`src/rtl/board_move_collector.sv`:
```
// board_move_collector: drains eight column move FIFOs in column order 0..7 onto one ready/valid stream.
// Define COLLECT_TIMEOUT_EN to bound the wait on each column's done flag by TIMEOUT_CYCLES.
module board_move_collector #(
  parameter logic [15:0] TIMEOUT_CYCLES = 16'd4096,
  parameter int MAX_MOVES = 256
) (
  input  logic         clk,
  input  logic         reset,
  input  logic         start,
  input  logic [7:0]   col_done,
  input  logic [383:0] col_data,
  output logic [7:0]   col_rden,
  output logic         out_valid,
  input  logic         out_ready,
  output logic [47:0]  out_data,
  output logic [2:0]   out_col,
  output logic         busy,
  output logic         done,
  output logic         err
);
  localparam int CW = $clog2(MAX_MOVES + 1);
  typedef enum logic [2:0] {IDLE, SCAN, READ, CAPT, SEND, DONE} state_t;
  state_t r_state, w_next, w_adv_st;
  logic [2:0] r_ptr, r_col;
  logic [CW-1:0] r_cnt;
  logic [47:0] r_data, w_word;
  logic r_err, w_marker, w_hs, w_full, w_to, w_adv, w_start;
  assign w_word = col_data[48*r_ptr +: 48];
  // A move from a square to itself repeats the same 6-bit field eight times.
  assign w_marker = w_word == {8{w_word[5:0]}};
  assign w_hs = r_state == SEND && out_ready;
  assign w_full = r_cnt == CW'(MAX_MOVES - 1);
  assign w_start = (r_state == IDLE || r_state == DONE) && start;
`ifdef COLLECT_TIMEOUT_EN
  logic [15:0] r_to;
  always_ff @(posedge clk)
    if (reset || r_state != SCAN) r_to <= '0;
    else r_to <= r_to + 16'd1;
  assign w_to = r_state == SCAN && !col_done[r_ptr] && r_to == TIMEOUT_CYCLES - 16'd1;
`else
  // Without the timeout the parameter only keeps the interface uniform across builds.
  assign w_to = 1'b0 && TIMEOUT_CYCLES != 16'd0;
`endif
  assign w_adv = (r_state == CAPT && w_marker) || (w_hs && w_full) || w_to;
  assign w_adv_st = r_ptr == 3'd7 ? DONE : SCAN;
  always_ff @(posedge clk)
    if (reset) r_state <= IDLE;
    else r_state <= w_next;
  always_comb begin
    w_next = r_state;
    case (r_state)
      IDLE, DONE: w_next = start ? SCAN : r_state;
      SCAN:       w_next = col_done[r_ptr] ? READ : w_to ? w_adv_st : SCAN;
      READ:       w_next = CAPT;
      CAPT:       w_next = w_marker ? w_adv_st : SEND;
      SEND:       w_next = out_ready ? (w_full ? w_adv_st : READ) : SEND;
      default:    w_next = IDLE;
    endcase
  end
  always_ff @(posedge clk)
    if (reset) begin
      r_ptr  <= '0;
      r_cnt  <= '0;
      r_err  <= 1'b0;
      r_data <= '0;
      r_col  <= '0;
    end else begin
      if (w_start) begin
        r_ptr <= '0;
        r_cnt <= '0;
        r_err <= 1'b0;
      end
      if (w_hs) r_cnt <= r_cnt + 1'b1;
      if (w_adv) begin
        r_ptr <= r_ptr + 3'd1;
        r_cnt <= '0;
      end
      if ((w_hs && w_full) || w_to) r_err <= 1'b1;
      if (r_state == CAPT && !w_marker) begin
        r_data <= w_word;
        r_col  <= r_ptr;
      end
    end
  always_comb begin
    col_rden  = r_state == READ ? 8'd1 << r_ptr : 8'd0;
    out_valid = r_state == SEND;
    busy      = r_state != IDLE && r_state != DONE;
    done      = r_state == DONE;
    out_data  = r_data;
    out_col   = r_col;
    err       = r_err;
  end
endmodule

```
`config.mk`:
```
export PLATFORM = sky130hd
export DESIGN_NAME = board_move_collector
export DESIGN_NICKNAME = d
export VERILOG_FILES = /design/src/rtl/board_move_collector.sv
export SDC_FILE = /design/constraint.sdc
export NUM_CORES = 1
export LEC_CHECK = 0
export BUFFER_PORTS_ARGS = -buffer_cell sky130_fd_sc_hd__buf_2
export CORE_AREA = 2 2 179 181
export CTS_BUF_LIST = sky130_fd_sc_hd__clkbuf_2 sky130_fd_sc_hd__clkbuf_4 sky130_fd_sc_hd__clkbuf_8
export CTS_CLUSTER_SIZE = 40
export DETAILED_ROUTE_END_ITERATION = 10
export DIE_AREA = 0 0 181 183
export GPL_TIMING_DRIVEN = 0
export PLACE_DENSITY_LB_ADDON = 0.1
export SLEW_MARGIN = 20
export SYNTH_ARGS = -nofsm -noshare
export SYNTH_HDL_FRONTEND = slang
export SYNTH_SLANG_ARGS = --single-unit
```
`constraint.sdc`:
```
create_clock -name clk -period 3.1 [get_ports clk]
set_clock_uncertainty 0.15 [all_clocks]
set_input_delay 0.93 -clock clk [delete_from_list [all_inputs] [get_ports clk]]
set_output_delay 0.93 -clock clk [all_outputs]
set_load 0.03 [all_outputs]
```
==> flow_metrics.env, run 1 <==
export IMPL_vias=7403
export IMPL_netlist_instances=548
export IMPL_final_nets=1489
export IMPL_tritoncts="yes"
export IMPL_reg2reg_depth=12
export IMPL_period_share=1.069
export IMPL_die_y_microns=183
export IMPL_drt_iter0_drc=380
export IMPL_post_route_util=0.3555
export IMPL_r2r_start="r_ptr[0]"
export IMPL_critPathRequiredTime_ps=3220
export IMPL_synth_edf_count=0
export IMPL_grt_pass1_vias=7724
export IMPL_async_reset_ff_frac=0
export IMPL_totalNegativeSetupSlack_ps=-9532
export IMPL_cp_max_fo=10
export IMPL_yosysWarnings=0
export IMPL_dr_pass1_iters=5
export IMPL_hold_depth=2
export IMPL_worst_pin_slew_ps=763.1
export IMPL_p_total_mw=2.415
export IMPL_seqPwrFrac=0.367
export IMPL_grt_max_degree=13
export IMPL_slew_viol_final=0
export IMPL_detailedPlace_worstSlack_ps=-1067
export IMPL_layout_cells_non_filler=1503
export IMPL_pwr_share_clk=0.321
export IMPL_ys_types=46
export IMPL_clk_pin_slew_ps=70
export IMPL_hold_path_end="out_col[0]"
export IMPL_die_x_microns=181
export IMPL_core_area_sq_um=31230
export IMPL_io_buffers=458
export IMPL_rows=65
export IMPL_yosys_most_used_dff="dfxtp_1"
export IMPL_relSlewSlack=0.4912
export IMPL_cp_end_kind="register"
export IMPL_mostFrequentLayoutCell="buf_2"
export IMPL_drc_errors=0
export IMPL_dp_hpwl_microns=32420
export IMPL_antenna_found_initial=17
export IMPL_status="finished, violations left"
export IMPL_r2r_end="out_data[1]"
export IMPL_power_density_nw_per_um2=217.5
export IMPL_grtUsageTotal=0.2246
export IMPL_timing_hold_ws_ps=341.4
export IMPL_p_sw_mw=0.7462
export IMPL_gp_congestion=0.8556
export IMPL_cts_hold_buf=0
export IMPL_hp_start="out_col[0]"
export IMPL_ant_nets=0
export IMPL_initial_core_util=0.1961
export IMPL_areaGrowthSynthToFinish_pct=81.29
export IMPL_pwr_share_comb=0.312
export IMPL_rrSetupSlack_ps=-210
export IMPL_drive_gt1_frac=0.7477
export IMPL_seq_area_frac_synth=0.2190
export IMPL_rsz0062_at_grt="yes"
export IMPL_drt_total_wl_microns=38660
export IMPL_crit_path_max_incr_delay_ps=420
export IMPL_cts_buffers=9
export IMPL_h_tree_depth=3
export IMPL_fmax_mhz=301.8
export IMPL_setup_viol=66
export IMPL_startpoint_type="register"
export IMPL_violations="setup timing"
export IMPL_grt_pass1_wl_microns=53560
export IMPL_place_area_sq_um=8965
export IMPL_avgSynthCellArea_sq_um=11.18
export IMPL_final_cell_mix="455 x buf_2, 98 x mux4_2, 65 x dfxtp_1"
export IMPL_num_io_pins=459
export IMPL_die_area_sq_um=33120
export IMPL_crit_chain="buf_12 > buf_12 > buf_12 > mux4_2 > mux2i_4 > or3_1 > a2111oi_4 > and3_4 > nand4_4 > buf_6 > buf_8 > a311oi_2"
export IMPL_clk_latency_ps=360
export IMPL_cts_sink_count=67
export IMPL_wire_per_inst_microns=25.72
export IMPL_maxCapViolations=0
export IMPL_post_route_min_period_ps=3313
export IMPL_postLayoutSetupSlackWorst_ps=-213.1
export IMPL_synth_seq_cells=67
export IMPL_worstSetupPathType="register to register"
export IMPL_netSwitchingFraction=0.3089
export IMPL_cts_root_buf="clkbuf_8"
export IMPL_final_area_sq_um=11100
export IMPL_place_inst=1408
export IMPL_clock_path_buffers=2
export IMPL_hold_violations=0
export IMPL_p_int_mw=1.669
export IMPL_min_path_type="register to register"
export IMPL_via_per_inst=4.925
export IMPL_crit_top_cell="buf_12"
export IMPL_synth_nets=952
export IMPL_netlist_area_sq_um=6125
export IMPL_crit_path_top_delay_cell="or3_1"
export IMPL_ir_worst_vdd_uv=156.7
export IMPL_arrival_ps=3430
export IMPL_gr_total_overflow=0
export IMPL_power_leakage_nw=4.610
[sequential cells by signal, summed over array words and instances (netlist names)]
register and cells:
r_state 3, r_cnt 9, r_ptr 3, out_col 3, out_data 48, err 1
[synthesized netlist by cell type, types with 8 or more instances]
master	number	area, sq um
o21ai_0	11	55.05
mux4_2	98	2207
clkbuf_1	29	108.9
ha_1	8	100.1
nor2_1	23	86.33
a21oi_1	58	290.3
mux2i_1	50	500.5
dfxtp_1	67	1341
buf_2	15	75.07
and3_1	9	56.30
a311oi_1	49	429.2
nand3_1	16	80.08
nand2_1	22	82.58
inv_1	8	30.03
nor3_1	9	45.04
buf_6	12	135.1
[how the worst max path moves through the flow]
stage / start / endpoint / slack, ps / cells after the start
after CTS: r_ptr[0] / out_data[39] / -210 / 13
after global placement: r_ptr[1] / out_data[37] / -1100 / 11
after floorplan: col_data[339] / out_data[0] / -60 / 9
final: r_ptr[0] / out_data[1] / -210 / 12
after global routing: r_ptr[0] / out_data[33] / -290 / 12
after detailed placement: r_ptr[1] / out_data[37] / -1070 / 11
[kinds of logic after synthesis]
| group | Yosys count | synth area share |
|---|---|---|
| mux | 152 | 0.4513 |
| compound gates | 133 | 0.1450 |
| simple gates | 115 | 0.1001 |
| buf+inv | 69 | 0.06251 |
| flops | 67 | 0.2190 |
| fa+ha+maj | 8 | 0.01634 |
| xor+xnor | 4 | 0.005720 |
[area by class of cell]
cell class | count | area (sq um)
clock buffers | 10 | 137.6
inverters | 9 | 42.54
fillers | 3311 | 20130
diodes | 11 | 27.53
plain buffers | 60 | 610.6
multi-input cells | 413 | 5378
clock inverters | 6 | 63.81
repair buffers | 525 | 2992
flip-flops and latches | 67 | 1349
well taps | 402 | 503.0
[critical path, delay by kind of cell, from the launching register on]
kind,cells,cell delay [ps]
buffers and inverters,5,750
muxes,2,460
and+or+nand+nor,3,870
DFF,1,360
AOI/OAI and AO/OA,2,620
[layer usage]
layer | routed length (microns) | up-vias | track usage
li1 | - | 3378 | -
met1 | 15580 | 3710 | 0.2763
met2 | 20240 | 267 | 0.4058
met3 | 2054 | 44 | 0.03793
met4 | 746 | 4 | 0.06114
met5 | 27 | - | 0
[power by group through the flow]
stage | Clock [mW] | Combinational (mW) | Sequential [mW]
6_report | 0.775 | 0.754 | 0.886
2_1_floorplan | 0 | 0.222 | 0.934
4_1_cts | 0.795 | 0.708 | 0.886
5_1_grt | 0.831 | 0.803 | 0.888
3_3_place_gp | 0 | 0.618 | 0.907
3_5_place_dp | 0 | 0.624 | 0.906
[what timing repair did]
action	in CTS	in global routing
gates cloned	7	2
pin swaps	52	21
resized for setup	198	85
endpoints found under the setup margin	72	72
setup buffers	31	30
No activity file was read; power rests on OpenSTA's default activity.
==> run 2, diff against run 1 <==
--- a/config.mk
+++ b/config.mk
@@ -13,6 +13,7 @@
 export DIE_AREA = 0 0 181 183
 export GPL_TIMING_DRIVEN = 0
 export PLACE_DENSITY_LB_ADDON = 0.1
+export SETUP_SLACK_MARGIN = 0.4
 export SLEW_MARGIN = 20
 export SYNTH_ARGS = -nofsm -noshare
 export SYNTH_HDL_FRONTEND = slang
==> flow_metrics.env, run 2 (synthesis gave the netlist of run 1 again) <==
export IMPL_status="finished, violations left"
export IMPL_violations="setup timing"
export IMPL_arrival_ps=3430
export IMPL_worstSetupPathType="register to register"
export IMPL_fmax_mhz=296.7
export IMPL_slew_viol_final=0
export IMPL_n_fill_cell=3303
export IMPL_hold_path_end="out_data[11]"
export IMPL_power_leakage_nw=4.599
export IMPL_dp_hpwl_microns=35710
export IMPL_wire_per_inst_microns=28.04
export IMPL_crit_chain="buf_12 > buf_6 > mux4_2 > mux2i_1 > nand4_1 > mux2i_1 > and4_4 > buf_12 > nand4_4 > buf_8 > a21oi_4 > a311oi_2"
export IMPL_vias=7514
export IMPL_via_per_inst=5.026
export IMPL_crit_path_max_incr_delay_ps=520
export IMPL_power_density_nw_per_um2=224.7
export IMPL_tritoncts="yes"
export IMPL_r2r_start="r_ptr[0]"
export IMPL_antenna_found_initial=41
export IMPL_hold_depth=2
export IMPL_drc_errors=0
export IMPL_min_path_type="register to register"
export IMPL_relSlewSlack=0.2827
export IMPL_critPathRequiredTime_ps=3160
export IMPL_clk_pin_slew_ps=80
export IMPL_grtUsageTotal=0.2465
export IMPL_timing_hold_ws_ps=345.7
export IMPL_h_tree_depth=3
export IMPL_cts_root_buf="clkbuf_8"
export IMPL_mostFrequentLayoutCell="buf_2"
export IMPL_ant_nets=0
export IMPL_largest_reg_flops=48
export IMPL_cp_max_fo=10
export IMPL_num_io_pins=459
export IMPL_post_route_min_period_ps=3370
export IMPL_ir_worst_vdd_uv=196.3
export IMPL_postLayoutSetupSlackWorst_ps=-270.2
export IMPL_post_route_util=0.3572
export IMPL_die_area_sq_um=33120
export IMPL_areaGrowthSynthToFinish_pct=82.12
export IMPL_hold_violations=0
export IMPL_drt_total_wl_microns=41930
export IMPL_detailedPlace_worstSlack_ps=-1081
export IMPL_final_cell_mix="453 x buf_2, 98 x mux4_2, 64 x dfxtp_1"
export IMPL_rows=65
export IMPL_drive_gt1_frac=0.7488
export IMPL_clock_path_buffers=2
export IMPL_grt_pass1_vias=7891
export IMPL_reg2reg_depth=12
export IMPL_dr_pass1_iters=4
export IMPL_p_total_mw=2.506
export IMPL_startpoint_type="register"
export IMPL_clk_latency_ps=360
export IMPL_final_nets=1470
export IMPL_drt_iter0_drc=349
export IMPL_cts_hold_buf=0
export IMPL_regArea_sq_um=1353
export IMPL_die_x_microns=181
export IMPL_grt_pass1_wl_microns=57590
export IMPL_gr_total_overflow=0
export IMPL_core_area_sq_um=31230
export IMPL_die_y_microns=183
export IMPL_cts_buffers=9
export IMPL_r2r_end="out_data[34]"
export IMPL_rsz0062_at_grt="yes"
export IMPL_multi_input_area_sq_um=5408
export IMPL_cts_sink_count=67
export IMPL_gp_congestion=0.8570
export IMPL_io_buffers=458
export IMPL_period_share=1.087
export IMPL_setup_viol=65
export IMPL_cp_end_kind="register"
export IMPL_crit_path_top_delay_cell="mux4_2"
export IMPL_rrSetupSlack_ps=-270
export IMPL_worst_pin_slew_ps=1076
export IMPL_maxCapViolations=0
export IMPL_initial_core_util=0.1961
export IMPL_grt_max_degree=13
export IMPL_hp_start="out_data[11]"
==> run 2: cell types whose count changed in the layout (fill, tap and decap cells not counted), sizes merged <==
cell and change:
bufinv +1, diode +11, inv -1, buf -18, clkinv -1
==> run 2: critical path: cells and delay by family (launching register included) <==
family | cells | cell delay (ps)
buffers and inverters | 4 | 680
flip-flops | 1 | 370
multiplexers | 3 | 1130
AND/OR/NAND/NOR | 3 | 660
AO/OA/AOI/OAI | 2 | 200
==> run 2: metal layers <==
metal  vias to the layer above  routed length, microns  global-route usage
met1                      3786                   16540              0.2987
met5                         -                     184                   0
li1                       3356                       -                   -
met2                       281                   20970              0.4212
met3                        63                    3334             0.07665
met4                        28                     906             0.07252
==> run 2: final cells by class <==
type / count / share of cell area
Tap cell: 402 / 0.04509
Inverter: 9 / 0.004487
Antenna cell: 22 / 0.004936
Clock inverter: 5 / 0.007515
Clock buffer: 11 / 0.01357
Multi-Input combinational cell: 413 / 0.4848
Sequential cell: 67 / 0.1213
Buffer: 60 / 0.05810
Timing Repair Buffer: 506 / 0.2602
==> run 2: metrics by stage <==
stage               TNS [ps]  instances  instance area (sq um)
floorplan              -1374        548                   6264
global placement      -65330       1408                   9059
finish                -10280       1495                  11150
global route          -17040       1485                  11130
detailed placement    -64690       1408                   9059
CTS                    -9911       1463                  10680
==> run 2: repair_timing <==
action | in CTS | in global routing
endpoints found under the setup margin | 76 | 75
endpoints found under the hold margin | 0 | 0
pin swaps | 51 | 14
setup buffers | 31 | 9
cloned | 8 | 1
resized for setup | 220 | 61
==> run 2: worst max path at each step <==
stage	startpoint	end	slack, ps	depth (start not counted)
2_1_floorplan	col_data[339]	out_data[0]	-60	9
3_3_place_gp	r_ptr[1]	out_data[20]	-1080	11
3_5_place_dp	r_ptr[1]	out_data[23]	-1080	11
4_1_cts	r_ptr[0]	out_data[27]	-240	14
5_1_grt	r_ptr[0]	out_data[34]	-350	14
6_report	r_ptr[0]	out_data[34]	-270	12
==> run 2: report_power, final <==
group / internal (mW) / leakage [nW] / switching, mW
clock: 0.500 / 0.112 / 0.385
sequential: 0.874 / 0.543 / 0.0124
combinational: 0.386 / 3.94 / 0.349
total: 1.76 / 4.60 / 0.746
==> run 3, diff against run 2 <==
--- a/config.mk
+++ b/config.mk
@@ -11,8 +11,7 @@
 export CTS_CLUSTER_SIZE = 40
 export DETAILED_ROUTE_END_ITERATION = 10
 export DIE_AREA = 0 0 181 183
-export GPL_TIMING_DRIVEN = 0
-export PLACE_DENSITY_LB_ADDON = 0.1
+export PLACE_DENSITY = 0.49
 export SETUP_SLACK_MARGIN = 0.4
 export SLEW_MARGIN = 20
 export SYNTH_ARGS = -nofsm -noshare
==> flow_metrics.env, run 3 (synthesis gave the netlist of run 1 again) <==
export IMPL_cts_sink_count=67
export IMPL_final_cell_mix="450 x buf_2, 106 x buf_4, 98 x mux4_2"
export IMPL_power_density_nw_per_um2=219.5
export IMPL_reg2reg_depth=14
export IMPL_postLayoutSetupSlackWorst_ps=-246.5
export IMPL_clk_pin_slew_ps=80
export IMPL_status="finished, violations left"
export IMPL_maxCapViolations=0
export IMPL_r2r_start="r_ptr[0]"
export IMPL_largest_reg_flops=48
export IMPL_dr_pass1_iters=4
export IMPL_h_tree_depth=3
export IMPL_hold_depth=2
export IMPL_gr_total_overflow=0
export IMPL_antenna_found_initial=16
export IMPL_post_route_min_period_ps=3347
export IMPL_rsz0062_at_grt="yes"
export IMPL_mostFrequentLayoutCell="buf_2"
export IMPL_die_x_microns=181
export IMPL_cp_max_fo=9
export IMPL_gp_congestion=0.8938
export IMPL_relSlewSlack=0.3726
export IMPL_timing_hold_ws_ps=335.2
export IMPL_critPathRequiredTime_ps=3140
export IMPL_grtUsageTotal=0.2087
export IMPL_drt_iter0_drc=352
export IMPL_cts_root_buf="clkbuf_8"
export IMPL_drive_gt1_frac=0.7522
export IMPL_pwr_share_comb=0.296
export IMPL_ant_nets=0
export IMPL_slew_viol_final=0
export IMPL_tritoncts="yes"
export IMPL_min_path_type="register to register"
export IMPL_hp_start="out_col[2]"
export IMPL_via_per_inst=4.910
export IMPL_post_route_util=0.3631
export IMPL_die_area_sq_um=33120
export IMPL_crit_path_top_delay_cell="or4_1"
export IMPL_p_sw_mw=0.7116
export IMPL_power_leakage_nw=5.072
export IMPL_clk_latency_ps=360
export IMPL_ir_worst_vdd_uv=161.0
export IMPL_grt_max_degree=99
export IMPL_rrSetupSlack_ps=-250
export IMPL_areaGrowthSynthToFinish_pct=85.17
export IMPL_pwr_share_clk=0.346
export IMPL_rows=65
export IMPL_io_buffers=458
export IMPL_period_share=1.080
export IMPL_num_io_pins=459
export IMPL_arrival_ps=3380
export IMPL_vias=7522
export IMPL_hold_path_end="out_col[2]"
export IMPL_crit_top_cell="buf_12"
export IMPL_worst_pin_slew_ps=941.2
export IMPL_violations="setup timing"
export IMPL_grt_pass1_vias=7849
export IMPL_worstSetupPathType="register to register"
export IMPL_cp_end_kind="register"
export IMPL_die_y_microns=183
export IMPL_n_fill_cell=3225
export IMPL_crit_chain="buf_12 > buf_12 > buf_16 > mux4_2 > mux2i_1 > buf_4 > or4_1 > o22ai_1 > and4_4 > nand4_4 > buf_8 > buf_12 > a21oi_1 > a311oi_1"
export IMPL_dp_hpwl_microns=29710
export IMPL_drt_total_wl_microns=36190
export IMPL_r2r_end="out_data[36]"
export IMPL_netSwitchingFraction=0.2858
export IMPL_fmax_mhz=298.8
export IMPL_startpoint_type="register"
export IMPL_initial_core_util=0.1961
export IMPL_p_int_mw=1.778
export IMPL_final_nets=1517
export IMPL_cts_buffers=9
export IMPL_clock_path_buffers=2
export IMPL_hold_violations=0
export IMPL_crit_path_max_incr_delay_ps=500
export IMPL_grt_pass1_wl_microns=50700
export IMPL_drc_errors=0
export IMPL_setup_viol=64
export IMPL_seqPwrFrac=0.358
export IMPL_wire_per_inst_microns=23.62
export IMPL_core_area_sq_um=31230
-- run 3: changes by cell type in the layout (fill, tap and decap cells not counted), sizes merged --
cell and change:
clkbuf -24, clkinv +1, inv +1, buf +70
diode -10, bufbuf +2, nand4 -1, clkinvlp -2
-- run 3: critical path: cells and delay by family (launching register included) --
family / cells / cell delay (ps)
DFF: 1 / 370
and+or+nand+nor: 3 / 930
muxes: 2 / 390
buffers and inverters: 6 / 920
AOI/OAI and AO/OA: 3 / 410
-- run 3: layout make-up --
class | count | area (sq um) | share of cell area
Clock inverter | 5 | 83.83 | 0.007392
Tap cell | 402 | 503.0 | 0.04435
Clock buffer | 11 | 145.1 | 0.01280
Sequential cell | 67 | 1354 | 0.1194
Antenna cell | 12 | 30.03 | 0.002648
Inverter | 9 | 42.54 | 0.003751
Multi-Input combinational cell | 412 | 5017 | 0.4424
Timing Repair Buffer | 614 | 4165 | 0.3673
-- run 3: repair_timing --
item / in CTS / in global routing
setup buffers: 11 / 8
cloned: 10 / 5
resized for setup: 128 / 46
pin swaps: 19 / 14
hold buffers: 0 / 0
endpoints found under the setup margin: 73 / 73
-- run 3: how the worst max path moves through the flow --
stage | start | cells past startpoint | endpoint
2_1_floorplan | col_data[339] | 9 | out_data[0]
3_3_place_gp | col_data[363] | 12 | out_data[27]
3_5_place_dp | col_data[267] | 12 | out_data[4]
4_1_cts | r_ptr[0] | 14 | out_data[18]
5_1_grt | r_ptr[0] | 14 | out_data[36]
6_report | r_ptr[0] | 14 | out_data[36]
-- run 3: through the flow --
stage                     setup TNS, ps  setup WS [ps]  instance area [sq um]  power, mW  instances
after global placement           -38960         -631.6                   9792      1.594       1470
after detailed placement         -37950         -627.2                   9792      1.602       1470
after CTS                         -9439         -189.2                  10900      2.488       1507
after global routing             -16340         -329.1                  11340      2.600       1530
final                            -10810         -246.5                  11340      2.490       1532
after floorplan                   -1374         -57.83                   6264      1.159        548
-- run 3: per-layer routing --
layer  up-vias  GRT usage  part of all wire
li1       3422          -                 -
met1      3743     0.2528              0.40
met2       294     0.3694              0.51
met3        59    0.04091             0.053
met4         4    0.07415             0.030
met5         -          0           0.00083
-- run 3: power groups by stage --
stage	clock, mW	sequential (mW)	combinational, mW
after floorplan	0	0.934	0.225
after global placement	0	0.909	0.685
after detailed placement	0	0.909	0.693
after CTS	0.877	0.890	0.721
after global routing	0.918	0.895	0.787
final	0.861	0.892	0.737
